`src/rtl/bitwise_logic_unit_pkg.sv`:
```
// Shared definitions for the bitwise logic unit: opcodes, FSM state
// encodings and a small helper for sizing the chunk counter.
package bitwise_logic_unit_pkg;

    // Opcode encoding, also decoded by the ALU sequencer.
    typedef logic [2:0] lop_t;

    localparam lop_t LOP_NOT  = 3'b000;
    localparam lop_t LOP_AND  = 3'b001;
    localparam lop_t LOP_OR   = 3'b010;
    localparam lop_t LOP_XOR  = 3'b011;
    localparam lop_t LOP_NAND = 3'b100;
    localparam lop_t LOP_NOR  = 3'b101;
    localparam lop_t LOP_XNOR = 3'b110;
    localparam lop_t LOP_PASS = 3'b111;

    // FSM state encodings, kept as plain constants so the sequencer
    // and debug tooling can compare against the raw bus value.
    typedef logic [1:0] lu_state_t;

    localparam lu_state_t ST_IDLE = 2'b00;
    localparam lu_state_t ST_BUSY = 2'b01;
    localparam lu_state_t ST_DONE = 2'b10;

    // Chunk counter width: at least one bit even when only one chunk exists.
    function automatic int cnt_width(input int n);
        return (n <= 1) ? 1 : $clog2(n);
    endfunction

endpackage

```
`src/rtl/bitwise_logic_unit_if.sv`:
```
// Request/response bundle between the ALU sequencer (master) and the
// bitwise logic unit (slave).
//
// Handshake: a transfer happens on a rising clock edge where valid and
// ready are both high. in_ready is high only while the unit is idle;
// out_valid is high only while a finished result is held. The unit never
// takes a new request on the same edge that its result is consumed.
interface bitwise_logic_unit_if #(
    parameter int WIDTH = 32
);
    import bitwise_logic_unit_pkg::*;

    logic             in_valid;
    logic             in_ready;
    lop_t             op;
    logic [WIDTH-1:0] data_a;
    logic [WIDTH-1:0] data_b;
    logic             out_valid;
    logic             out_ready;
    logic [WIDTH-1:0] result;
    logic             is_zero;
    logic             busy;

    modport master (
        output in_valid, op, data_a, data_b, out_ready,
        input  in_ready, out_valid, result, is_zero, busy
    );

    modport slave (
        input  in_valid, op, data_a, data_b, out_ready,
        output in_ready, out_valid, result, is_zero, busy
    );

endinterface

```
`src/rtl/bitwise_logic_unit_slice.sv`:
```
// One CHUNK-wide slice of the logic unit: a purely combinational gate
// array that the top reuses for every chunk of the word.
module lu_slice
    import bitwise_logic_unit_pkg::*;
#(
    parameter int CHUNK = 8
) (
    input  lop_t             op,
    input  logic [CHUNK-1:0] a,
    input  logic [CHUNK-1:0] b,
    output logic [CHUNK-1:0] y
);

    // Decode the opcode into the selected bitwise function; B is unused
    // for NOT and PASS.
    always_comb begin
        y = '0;
        case (op)
            LOP_NOT:  y = ~a;
            LOP_AND:  y = a & b;
            LOP_OR:   y = a | b;
            LOP_XOR:  y = a ^ b;
            LOP_NAND: y = ~(a & b);
            LOP_NOR:  y = ~(a | b);
            LOP_XNOR: y = ~(a ^ b);
            LOP_PASS: y = a;
            default:  y = '0;
        endcase
    end

endmodule

```
`src/rtl/bitwise_logic_unit.sv`:
```
// Multi-cycle bitwise logic unit. Operands are captured on accept, then
// one CHUNK-wide slice of the result is produced per cycle by a single
// shared lu_slice instance. The finished word is held until consumed.
module bitwise_logic_unit
    import bitwise_logic_unit_pkg::*;
#(
    parameter int WIDTH = 32,
    parameter int CHUNK = 8
) (
    input  logic                clock,
    input  logic                reset,
    bitwise_logic_unit_if.slave bus,
    output lu_state_t           dbg_state
);

    localparam int NCHUNK = WIDTH / CHUNK;
    localparam int CW     = cnt_width(NCHUNK);
    localparam logic [CW-1:0] LAST_CNT = CW'(NCHUNK - 1);

    // The word must split into whole chunks.
    generate
        if ((WIDTH % CHUNK) != 0) begin : g_bad_chunk
            $error("bitwise_logic_unit: WIDTH must be a multiple of CHUNK");
        end
    endgenerate

    lu_state_t        state;
    lop_t             op_r;
    logic [WIDTH-1:0] a_r;
    logic [WIDTH-1:0] b_r;
    logic [CW-1:0]    cnt;
    logic [WIDTH-1:0] result_r;
    logic             is_zero_r;

    logic [CHUNK-1:0] a_sl;
    logic [CHUNK-1:0] b_sl;
    logic [CHUNK-1:0] y_sl;
    logic [WIDTH-1:0] result_next;
    int               base;
    logic             accept;

    assign accept = bus.in_valid && (state == ST_IDLE);

    // Pick the operand slices addressed by the chunk counter and form the
    // result word as it will look after this cycle's slice write.
    always_comb begin
        base        = int'(cnt) * CHUNK;
        a_sl        = a_r[base +: CHUNK];
        b_sl        = b_r[base +: CHUNK];
        result_next = result_r;
        result_next[base +: CHUNK] = y_sl;
    end

    lu_slice #(
        .CHUNK (CHUNK)
    ) u_slice (
        .op (op_r),
        .a  (a_sl),
        .b  (b_sl),
        .y  (y_sl)
    );

    // Control FSM plus operand, counter and result registers.
    always_ff @(posedge clock) begin
        if (reset) begin
            state     <= ST_IDLE;
            op_r      <= '0;
            a_r       <= '0;
            b_r       <= '0;
            cnt       <= '0;
            result_r  <= '0;
            is_zero_r <= 1'b0;
        end else begin
            case (state)
                ST_IDLE: begin
                    if (accept) begin
                        op_r      <= bus.op;
                        a_r       <= bus.data_a;
                        b_r       <= bus.data_b;
                        cnt       <= '0;
                        result_r  <= '0;
                        is_zero_r <= 1'b0;
                        state     <= ST_BUSY;
                    end
                end
                ST_BUSY: begin
                    result_r <= result_next;
                    if (cnt == LAST_CNT) begin
                        cnt       <= '0;
                        is_zero_r <= (result_next == '0);
                        state     <= ST_DONE;
                    end else begin
                        cnt <= cnt + 1'b1;
                    end
                end
                ST_DONE: begin
                    if (bus.out_ready) begin
                        state <= ST_IDLE;
                    end
                end
                default: begin
                    state <= ST_IDLE;
                end
            endcase
        end
    end

    assign bus.in_ready  = (state == ST_IDLE);
    assign bus.out_valid = (state == ST_DONE);
    assign bus.busy      = (state != ST_IDLE);
    assign bus.result    = result_r;
    assign bus.is_zero   = is_zero_r && (state == ST_DONE);
    assign dbg_state     = state;

endmodule

```
`src/flat_wrapper.sv`:
```
// flat-port wrapper written by rule: the top's interface ports become plain ports
module bitwise_logic_unit_flat import bitwise_logic_unit_pkg::*;
#(
    parameter int WIDTH = 32,
    parameter int CHUNK = 8
)
  (clock, reset, dbg_state, bus_in_valid, bus_op, bus_data_a, bus_data_b, bus_out_ready, bus_in_ready, bus_out_valid, bus_result, bus_is_zero, bus_busy);
  bitwise_logic_unit_if #(.WIDTH(WIDTH)) bus_i ();
  input  logic clock;
  input  logic reset;
  output lu_state_t dbg_state;
  input wire logic [$bits(bus_i.in_valid)-1:0] bus_in_valid;
  input wire logic [$bits(bus_i.op)-1:0] bus_op;
  input wire logic [$bits(bus_i.data_a)-1:0] bus_data_a;
  input wire logic [$bits(bus_i.data_b)-1:0] bus_data_b;
  input wire logic [$bits(bus_i.out_ready)-1:0] bus_out_ready;
  output wire logic [$bits(bus_i.in_ready)-1:0] bus_in_ready;
  output wire logic [$bits(bus_i.out_valid)-1:0] bus_out_valid;
  output wire logic [$bits(bus_i.result)-1:0] bus_result;
  output wire logic [$bits(bus_i.is_zero)-1:0] bus_is_zero;
  output wire logic [$bits(bus_i.busy)-1:0] bus_busy;
  assign bus_i.in_valid = bus_in_valid;
  assign bus_i.op = bus_op;
  assign bus_i.data_a = bus_data_a;
  assign bus_i.data_b = bus_data_b;
  assign bus_i.out_ready = bus_out_ready;
  assign bus_in_ready = bus_i.in_ready;
  assign bus_out_valid = bus_i.out_valid;
  assign bus_result = bus_i.result;
  assign bus_is_zero = bus_i.is_zero;
  assign bus_busy = bus_i.busy;
  bitwise_logic_unit #(.WIDTH(WIDTH), .CHUNK(CHUNK)) u_core (.clock(clock), .reset(reset), .bus(bus_i), .dbg_state(dbg_state));
endmodule
```
`config.mk`:
```
export PLATFORM = sky130hd
export DESIGN_NAME = bitwise_logic_unit_flat
export DESIGN_NICKNAME = d
export VERILOG_FILES = /design/src/rtl/bitwise_logic_unit_pkg.sv /design/src/rtl/bitwise_logic_unit_if.sv /design/src/rtl/bitwise_logic_unit_slice.sv /design/src/rtl/bitwise_logic_unit.sv /design/src/flat_wrapper.sv
export SDC_FILE = /design/constraint.sdc
export NUM_CORES = 1
export LEC_CHECK = 0
export CORE_MARGIN = 8
export CORE_UTILIZATION = 56
export CTS_CLUSTER_DIAMETER = 30
export CTS_CLUSTER_SIZE = 8
export DETAILED_ROUTE_END_ITERATION = 10
export PLACE_DENSITY = 0.86
export SLEW_MARGIN = 20
export SYNTH_ARGS = -nofsm -noshare
export SYNTH_HDL_FRONTEND = slang
export SYNTH_SLANG_ARGS = --single-unit
```
`constraint.sdc`:
```
create_clock -name clock -period 5.3 [get_ports clock]
set_clock_uncertainty 0.05 [all_clocks]
set_input_delay 1.59 -clock clock [delete_from_list [all_inputs] [get_ports clock]]
set_output_delay 1.59 -clock clock [all_outputs]
set_load 0.01 [all_outputs]
```
==> metrics.txt, run 1 <==
# TYPE chip_impl_metric gauge
chip_impl_metric{name="max_slew.worst_pin.slew",unit="ns"} 0.918
chip_impl_metric{name="dp_hpwl",unit="um"} 11300
chip_impl_metric{name="first_global_vias",unit=""} 5223
chip_impl_metric{name="setup_ws",unit="ns"} 1.85
chip_impl_metric{name="cts_hold_repair.buffers",unit=""} 0
chip_impl_metric{name="synth.net_count",unit=""} 775
chip_impl_metric{name="htreeDepth",unit=""} 3
chip_impl_metric{name="area_taken_by_multi_input_logic_gates",unit="um^2"} 3100
chip_impl_metric{name="ys_seq_elements",unit=""} 104
chip_impl_metric{name="asyncSetResetFlopFracSynth",unit="%"} 0
chip_impl_metric{name="number_of_buffers_between_clock_root_and_the_deepest_sink",unit=""} 2
chip_impl_metric{name="power_density_over_the_cells",unit="nW/um^2"} 252
chip_impl_metric{name="core.rowCount",unit=""} 36
chip_impl_metric{name="peakVddDrop",unit="uV"} 153
chip_impl_metric{name="clkSlewWorstSetupHoldPaths",unit="ns"} 0.11
chip_impl_info{name="hold_path.class",value="register to register"} 1
chip_impl_metric{name="grt_overflow_total",unit=""} 0
chip_impl_metric{name="timing.critical_path.arrival",unit="ns"} 3.70
chip_impl_metric{name="nets",unit=""} 853
chip_impl_metric{name="yosys.cell_types.count",unit=""} 61
chip_impl_metric{name="count_of_warnings_emitted_by_yosys",unit=""} 0
chip_impl_metric{name="tns",unit="ns"} 0
chip_impl_metric{name="portBuffers",unit=""} 108
chip_impl_metric{name="finalSetupViolCount",unit=""} 0
chip_impl_info{name="holdCritStartpoint",value="u_core.a_r[31]$_SDFFE_PP0P_"} 1
chip_impl_metric{name="route.detailed.wl_per_inst",unit="um"} 17.2
chip_impl_metric{name="insertedDiodeCount",unit=""} 0
chip_impl_metric{name="dieArea",unit="um^2"} 13300
chip_impl_info{name="critical_path_class",value="register to register"} 1
chip_impl_metric{name="ios",unit=""} 109
chip_impl_metric{name="num_cts_buffers",unit=""} 9
chip_impl_metric{name="clock.fmax",unit="MHz"} 290
chip_impl_metric{name="worst_slew_margin_rel",unit="%"} 38.8
chip_impl_metric{name="number_of_antenna_violations_at_the_first_check_in_global_routing",unit=""} 0
chip_impl_metric{name="slew_violations",unit=""} 0
chip_impl_metric{name="grt_max_degree",unit=""} 77
chip_impl_metric{name="grt_util_all_layers",unit="%"} 23.3
chip_impl_metric{name="totalWireLength",unit="um"} 15400
chip_impl_metric{name="final_core_occ",unit="%"} 69.8
chip_impl_metric{name="post-place-ws",unit="ns"} 1.94
chip_impl_metric{name="final_ant_viol_nets",unit=""} 0
chip_impl_info{name="start_of_the_worst_register_to_register_path",value="u_core.cnt[0]$_SDFFE_PP0P_"} 1
chip_impl_metric{name="chipHeight",unit="um"} 115
chip_impl_metric{name="vias",unit=""} 5322
chip_impl_metric{name="synth_cells",unit=""} 682
chip_impl_metric{name="dr.pass1.iters",unit=""} 7
chip_impl_metric{name="post_route_cells_drive_above_1_share",unit="%"} 7.19
chip_impl_metric{name="max_cap_violations",unit=""} 0
chip_impl_metric{name="worst-r2r-cell-count",unit=""} 11
chip_impl_info{name="min_to",value="u_core.a_r[31]$_SDFFE_PP0P_"} 1
chip_impl_info{name="layout_commonest_cell",value="nand2_1"} 1
chip_impl_metric{name="syn_area",unit="um^2"} 5540
chip_impl_metric{name="seq_area_frac_synth",unit="%"} 37.6
chip_impl_metric{name="worstPathRequired",unit="ns"} 5.55
chip_impl_info{name="ys.flop_type",value="dfxtp_1"} 1
chip_impl_metric{name="core_area",unit="um^2"} 9680
chip_impl_metric{name="die_width",unit="um"} 115
chip_impl_info{name="run_status",value="complete, no violations"} 1
chip_impl_info{name="critical_path.startpoint_type",value="register"} 1
chip_impl_metric{name="residual_drc_count",unit=""} 0
chip_impl_info{name="cts_tree",value="yes"} 1
chip_impl_metric{name="final.fill_count",unit=""} 744
chip_impl_metric{name="cts_resized",unit=""} 0
chip_impl_metric{name="syn_to_final_growth",unit="%"} 22.1
chip_impl_metric{name="total_leakage_power",unit="nW"} 2.46
chip_impl_metric{name="place.detailed.instances",unit=""} 882
chip_impl_metric{name="drt-initial-drc-count",unit=""} 548
chip_impl_metric{name="ff2ff_setup_slack",unit="ns"} 1.85
chip_impl_metric{name="cts.sink_count",unit=""} 104
chip_impl_info{name="commonest_non_fill_non_tap_cells_in_the_layout",value="nand2_1, clkdlybuf4s50_1, dfxtp_1"} 1
chip_impl_metric{name="gpl.final_weighted_congestion",unit=""} 0.932
chip_impl_metric{name="floorplan.initialDensity",unit="%"} 57.2
chip_impl_metric{name="hold_path_depth",unit=""} 2
chip_impl_metric{name="instances_no_fill",unit=""} 898
chip_impl_info{name="clockRootBuffer",value="clkbuf_8"} 1
chip_impl_info{name="setup_repair_after_global_routing_missed_its_margin",value="no"} 1
chip_impl_metric{name="final.period_utilization",unit="%"} 65.1
chip_impl_metric{name="final_period_minus_worst_setup_slack",unit="ns"} 3.45
chip_impl_info{name="crit_path_end_kind",value="register"} 1
chip_impl_metric{name="first_pass_grt_wire_length",unit="um"} 25300
chip_impl_info{name="worst_reg2reg_endpoint",value="u_core.is_zero_r$_SDFFE_PP0P_"} 1
chip_impl_metric{name="latest_clock_arrival_within_the_worst_skew_pair",unit="ns"} 0.38
chip_impl_metric{name="avgViaCountPerCell",unit=""} 5.93
chip_impl_metric{name="hold_viol_final",unit=""} 0
chip_impl_metric{name="post_synth.cell_area_avg",unit="um^2"} 8.12
chip_impl_metric{name="cts_setup_buffers",unit=""} 0
chip_impl_metric{name="worst-path-max-fanout",unit=""} 33
chip_impl_metric{name="area.sequential",unit="um^2"} 2080
chip_impl_metric{name="synth_enable_flop_cells",unit=""} 0
## worst max path at each step
stage,from,end,slack [ns],cells past startpoint
6_report,u_core.cnt[0]$_SDFFE_PP0P_,u_core.is_zero_r$_SDFFE_PP0P_,1.85,11
5_1_grt,u_core.cnt[0]$_SDFFE_PP0P_,u_core.is_zero_r$_SDFFE_PP0P_,1.48,11
4_1_cts,u_core.cnt[0]$_SDFFE_PP0P_,u_core.is_zero_r$_SDFFE_PP0P_,1.88,11
3_5_place_dp,u_core.cnt[0]$_SDFFE_PP0P_,u_core.is_zero_r$_SDFFE_PP0P_,1.94,11
3_3_place_gp,bus_in_valid,u_core.b_r[13]$_SDFFE_PP0P_,2.03,5
2_1_floorplan,u_core.cnt[0]$_SDFFE_PP0P_,u_core.is_zero_r$_SDFFE_PP0P_,2.12,13
## report_power, final
group / total, mW / leakage, nW / switching [mW] / internal (mW)
Sequential: 0.860 / 0.850 / 0.0407 / 0.820
Clock: 0.476 / 0.0957 / 0.292 / 0.184
Combinational: 0.369 / 1.52 / 0.206 / 0.164
Total: 1.71 / 2.46 / 0.538 / 1.17
## synthesized netlist by cell type (2+ instances only)
cell type  number  area share, %
buf_4           4           0.54
mux4_2         14            5.7
a211oi_1        4           0.54
o211ai_1        2           0.27
nor3_1          6           0.54
nor4_1          2           0.23
buf_6           4           0.81
nor2_1         50            3.4
dfxtp_1       104             38
a221oi_1        5           0.79
o21ai_1        10           0.90
o22ai_1        10            1.1
inv_1          27            1.8
a32o_1          2           0.36
mux2i_1        12            2.2
or3b_1          2           0.32
nand2b_1        7           0.79
mux2_1          3           0.61
nand3b_1        4           0.54
and3_1          3           0.34
buf_2           6           0.54
o31ai_2         2           0.45
nor2b_1        11            1.2
and2_1          2           0.23
a22oi_1        28            3.8
o22a_1          3           0.47
buf_1           2           0.14
and3b_1         2           0.32
nand2_1       153             10
o21a_1          3           0.41
o31ai_1         4           0.54
nand3_1        13            1.2
a21oi_1        88            8.0
o21ai_0        11           0.99
clkbuf_1       28            1.9
ha_1           22            5.0
nand4_1         4           0.45
nor3b_1         2           0.27
## worst max-delay path: stages (launching register included)
cell      delay, ns
dfxtp_2        0.94
mux2i_1        0.32
mux2i_1        0.35
inv_1          0.09
ha_1           0.33
and3_1         0.19
o21ai_0        0.17
a32o_1         0.25
nand4_1        0.12
a221oi_1       0.30
nand4_1        0.12
o21ai_1        0.14
## through the flow
step	area, um^2	power (mW)	hold slack [ns]
floorplan	5540	1.11	0.383
global placement	6570	1.22	0.391
detailed placement	6570	1.24	0.397
CTS	6760	1.70	0.413
global route	6760	1.78	0.426
finish	6760	1.71	0.413
## routing by layer
| layer | vias to the layer above | wire length [um] | global-route usage (%) |
|---|---|---|---|
| li1 | 2544 | - | - |
| met1 | 2533 | 6170 | 28.0 |
| met2 | 210 | 7760 | 40.2 |
| met3 | 35 | 1150 | 5.37 |
| met4 | 0 | 323 | 7.88 |
| met5 | - | 0 | 0 |
## area by class of cell
type	count	share of cell area, %
clock buffer	10	1.89
clock inverter	6	0.851
inverter	28	1.55
multi-input combinational	504	45.9
sequential	104	30.8
tap	133	2.46
timing repair buffer	113	16.5
## flip-flops by register name (all words and copies together), names as in the netlist
register	cells
u_core.a_r	32
u_core.b_r	32
u_core.bus.result	32
u_core.op_r	3
u_core.cnt	2
u_core.dbg_state	2
u_core.is_zero_r	1
## kinds of logic after synthesis
family	synth area share [%]
AND/OR/NAND/NOR	21.4
AO/OA/AOI/OAI	21.1
flip-flops	37.6
buffers and inverters	6.44
multiplexers	8.47
adder cells (fa/ha/maj)	4.97
No activity file was read; power rests on OpenSTA's default activity.
==> run 2: changes to the inputs <==
CORE_UTILIZATION = 52   (was 56)
PLACE_DENSITY = 0.8   (was 0.86)
clock period = 3.48 ns   (was 5.3 ns; I/O delays follow)
==> run 2 against run 1 <==
  * Critical path depth stayed put
  * Sequential share of layout area is 0.26 points lower
  * Worst setup slack worse by 1.4 ns
  * Core utilization is 3.7 points lower
  * Sequential power is 52% higher
  * Wire length is 0.75% higher
  * Sequential cell count stayed put
==> metrics.txt, run 2 (same netlist as run 1, synthesis figures left out) <==
# TYPE chip_impl_metric gauge
chip_impl_metric{name="power_density_over_the_cells",unit="nW/um^2"} 389
chip_impl_metric{name="dieArea",unit="um^2"} 14200
chip_impl_metric{name="core_area",unit="um^2"} 10300
chip_impl_metric{name="worstPathRequired",unit="ns"} 3.74
chip_impl_metric{name="dp_hpwl",unit="um"} 11600
chip_impl_metric{name="hold_viol_final",unit=""} 0
chip_impl_metric{name="floorplan.initialDensity",unit="%"} 53.6
chip_impl_metric{name="insertedDiodeCount",unit=""} 0
chip_impl_metric{name="post-place-ws",unit="ns"} 0.232
chip_impl_metric{name="number_of_buffers_between_clock_root_and_the_deepest_sink",unit=""} 2
chip_impl_metric{name="setup_ws",unit="ns"} 0.438
chip_impl_info{name="commonest_non_fill_non_tap_cells_in_the_layout",value="nand2_1, clkdlybuf4s50_1, dfxtp_1"} 1
chip_impl_metric{name="timing.critical_path.arrival",unit="ns"} 3.30
chip_impl_info{name="critical_path.startpoint_type",value="register"} 1
chip_impl_metric{name="peakVddDrop",unit="uV"} 259
chip_impl_metric{name="number_of_antenna_violations_at_the_first_check_in_global_routing",unit=""} 0
chip_impl_info{name="run_status",value="complete, no violations"} 1
chip_impl_metric{name="cts_setup_buffers",unit=""} 0
chip_impl_metric{name="grt_util_all_layers",unit="%"} 21.7
chip_impl_metric{name="nets",unit=""} 856
chip_impl_metric{name="residual_drc_count",unit=""} 0
chip_impl_metric{name="syn_to_final_growth",unit="%"} 23.3
chip_impl_info{name="crit_path_end_kind",value="register"} 1
chip_impl_metric{name="ios",unit=""} 109
chip_impl_metric{name="clkSlewWorstSetupHoldPaths",unit="ns"} 0.10
chip_impl_metric{name="tns",unit="ns"} 0
chip_impl_metric{name="vias",unit=""} 5241
chip_impl_info{name="clockRootBuffer",value="clkbuf_8"} 1
chip_impl_metric{name="final.period_utilization",unit="%"} 87.4
chip_impl_metric{name="clock.fmax",unit="MHz"} 329
chip_impl_metric{name="grt_max_degree",unit=""} 69
chip_impl_metric{name="post_route_cells_drive_above_1_share",unit="%"} 7.81
chip_impl_metric{name="chipHeight",unit="um"} 119
chip_impl_metric{name="core.rowCount",unit=""} 37
chip_impl_metric{name="first_global_vias",unit=""} 5236
chip_impl_metric{name="worst_slew_margin_rel",unit="%"} 49.3
chip_impl_metric{name="drt-initial-drc-count",unit=""} 466
chip_impl_metric{name="avgViaCountPerCell",unit=""} 5.80
chip_impl_metric{name="totalWireLength",unit="um"} 15500
chip_impl_metric{name="cts.sink_count",unit=""} 104
chip_impl_metric{name="cts_hold_repair.buffers",unit=""} 0
chip_impl_metric{name="num_cts_buffers",unit=""} 9
chip_impl_metric{name="worst-path-max-fanout",unit=""} 25
chip_impl_metric{name="slew_violations",unit=""} 0
chip_impl_info{name="cts_tree",value="yes"} 1
chip_impl_metric{name="cts_resized",unit=""} 0
chip_impl_metric{name="final_ant_viol_nets",unit=""} 0
chip_impl_metric{name="latest_clock_arrival_within_the_worst_skew_pair",unit="ns"} 0.37
chip_impl_info{name="hold_path.class",value="register to register"} 1
chip_impl_metric{name="route.detailed.wl_per_inst",unit="um"} 17.2
chip_impl_metric{name="grt_overflow_total",unit=""} 0
chip_impl_info{name="setup_repair_after_global_routing_missed_its_margin",value="no"} 1
chip_impl_metric{name="dr.pass1.iters",unit=""} 7
chip_impl_metric{name="finalSetupViolCount",unit=""} 0
chip_impl_metric{name="total_leakage_power",unit="nW"} 2.50
chip_impl_metric{name="gpl.final_weighted_congestion",unit=""} 0.950
chip_impl_metric{name="max_cap_violations",unit=""} 0
chip_impl_metric{name="htreeDepth",unit=""} 3
chip_impl_metric{name="portBuffers",unit=""} 108
chip_impl_metric{name="timing.hold.ws",unit="ns"} 0.408
chip_impl_metric{name="max_slew.worst_pin.slew",unit="ns"} 0.760
chip_impl_metric{name="final_period_minus_worst_setup_slack",unit="ns"} 3.04
chip_impl_metric{name="first_pass_grt_wire_length",unit="um"} 25800
chip_impl_info{name="critical_path_class",value="register to register"} 1
chip_impl_metric{name="die_width",unit="um"} 119
chip_impl_info{name="layout_commonest_cell",value="nand2_1"} 1
## run 2: worst paths after layout
check                             start                            end  slack, ns  cells after the start
min          u_core.b_r[6]$_SDFFE_PP0P_     u_core.b_r[6]$_SDFFE_PP0P_       0.41                      2
min reg2reg  u_core.b_r[6]$_SDFFE_PP0P_     u_core.b_r[6]$_SDFFE_PP0P_       0.41                      2
max          u_core.cnt[0]$_SDFFE_PP0P_  u_core.is_zero_r$_SDFFE_PP0P_       0.44                     11
max reg2reg  u_core.cnt[0]$_SDFFE_PP0P_  u_core.is_zero_r$_SDFFE_PP0P_       0.44                     11
## run 2: critical path, cell delays in order, from the launching register on
cell and delay, ns:
dfxtp_4 0.63, mux2i_1 0.21, mux2i_1 0.33, inv_1 0.08
ha_1 0.33, and3_1 0.19, o21ai_0 0.18, a32o_1 0.24
nand4_1 0.11, a221oi_1 0.31, nand4_1 0.15, o21ai_1 0.13
## run 2: layout make-up
type | count | area, um^2
fill | 888 | 3490
multi-input combinational | 504 | 3100
sequential | 104 | 2090
timing repair buffer | 116 | 1160
tap | 136 | 170
clock buffer | 9 | 124
inverter | 28 | 105
clock inverter | 7 | 77.6
## run 2: routing by layer
layer | share of wire, % | track usage [%] | vias up
met5 | 0 | 0 | -
met4 | 2.0 | 7.67 | 0
met3 | 6.7 | 6.14 | 27
met2 | 48 | 35.2 | 180
met1 | 43 | 27.0 | 2489
li1 | - | - | 2545
## run 2: report_power, final
part | leakage [nW] | switching (mW) | internal, mW
Combinational | 1.54 | 0.316 | 0.254
Clock | 0.106 | 0.435 | 0.342
Sequential | 0.851 | 0.0576 | 1.25
## run 2: per-stage QoR
stage	total power, mW	instances	util, %	instance area (um^2)
2_1_floorplan	1.69	682	-	5540
3_5_place_dp	1.90	888	64.1	6620
5_1_grt	2.77	904	66.1	6830
4_1_cts	2.66	904	66.1	6820
6_report	2.65	904	66.1	6830
3_3_place_gp	1.88	888	64.1	6620
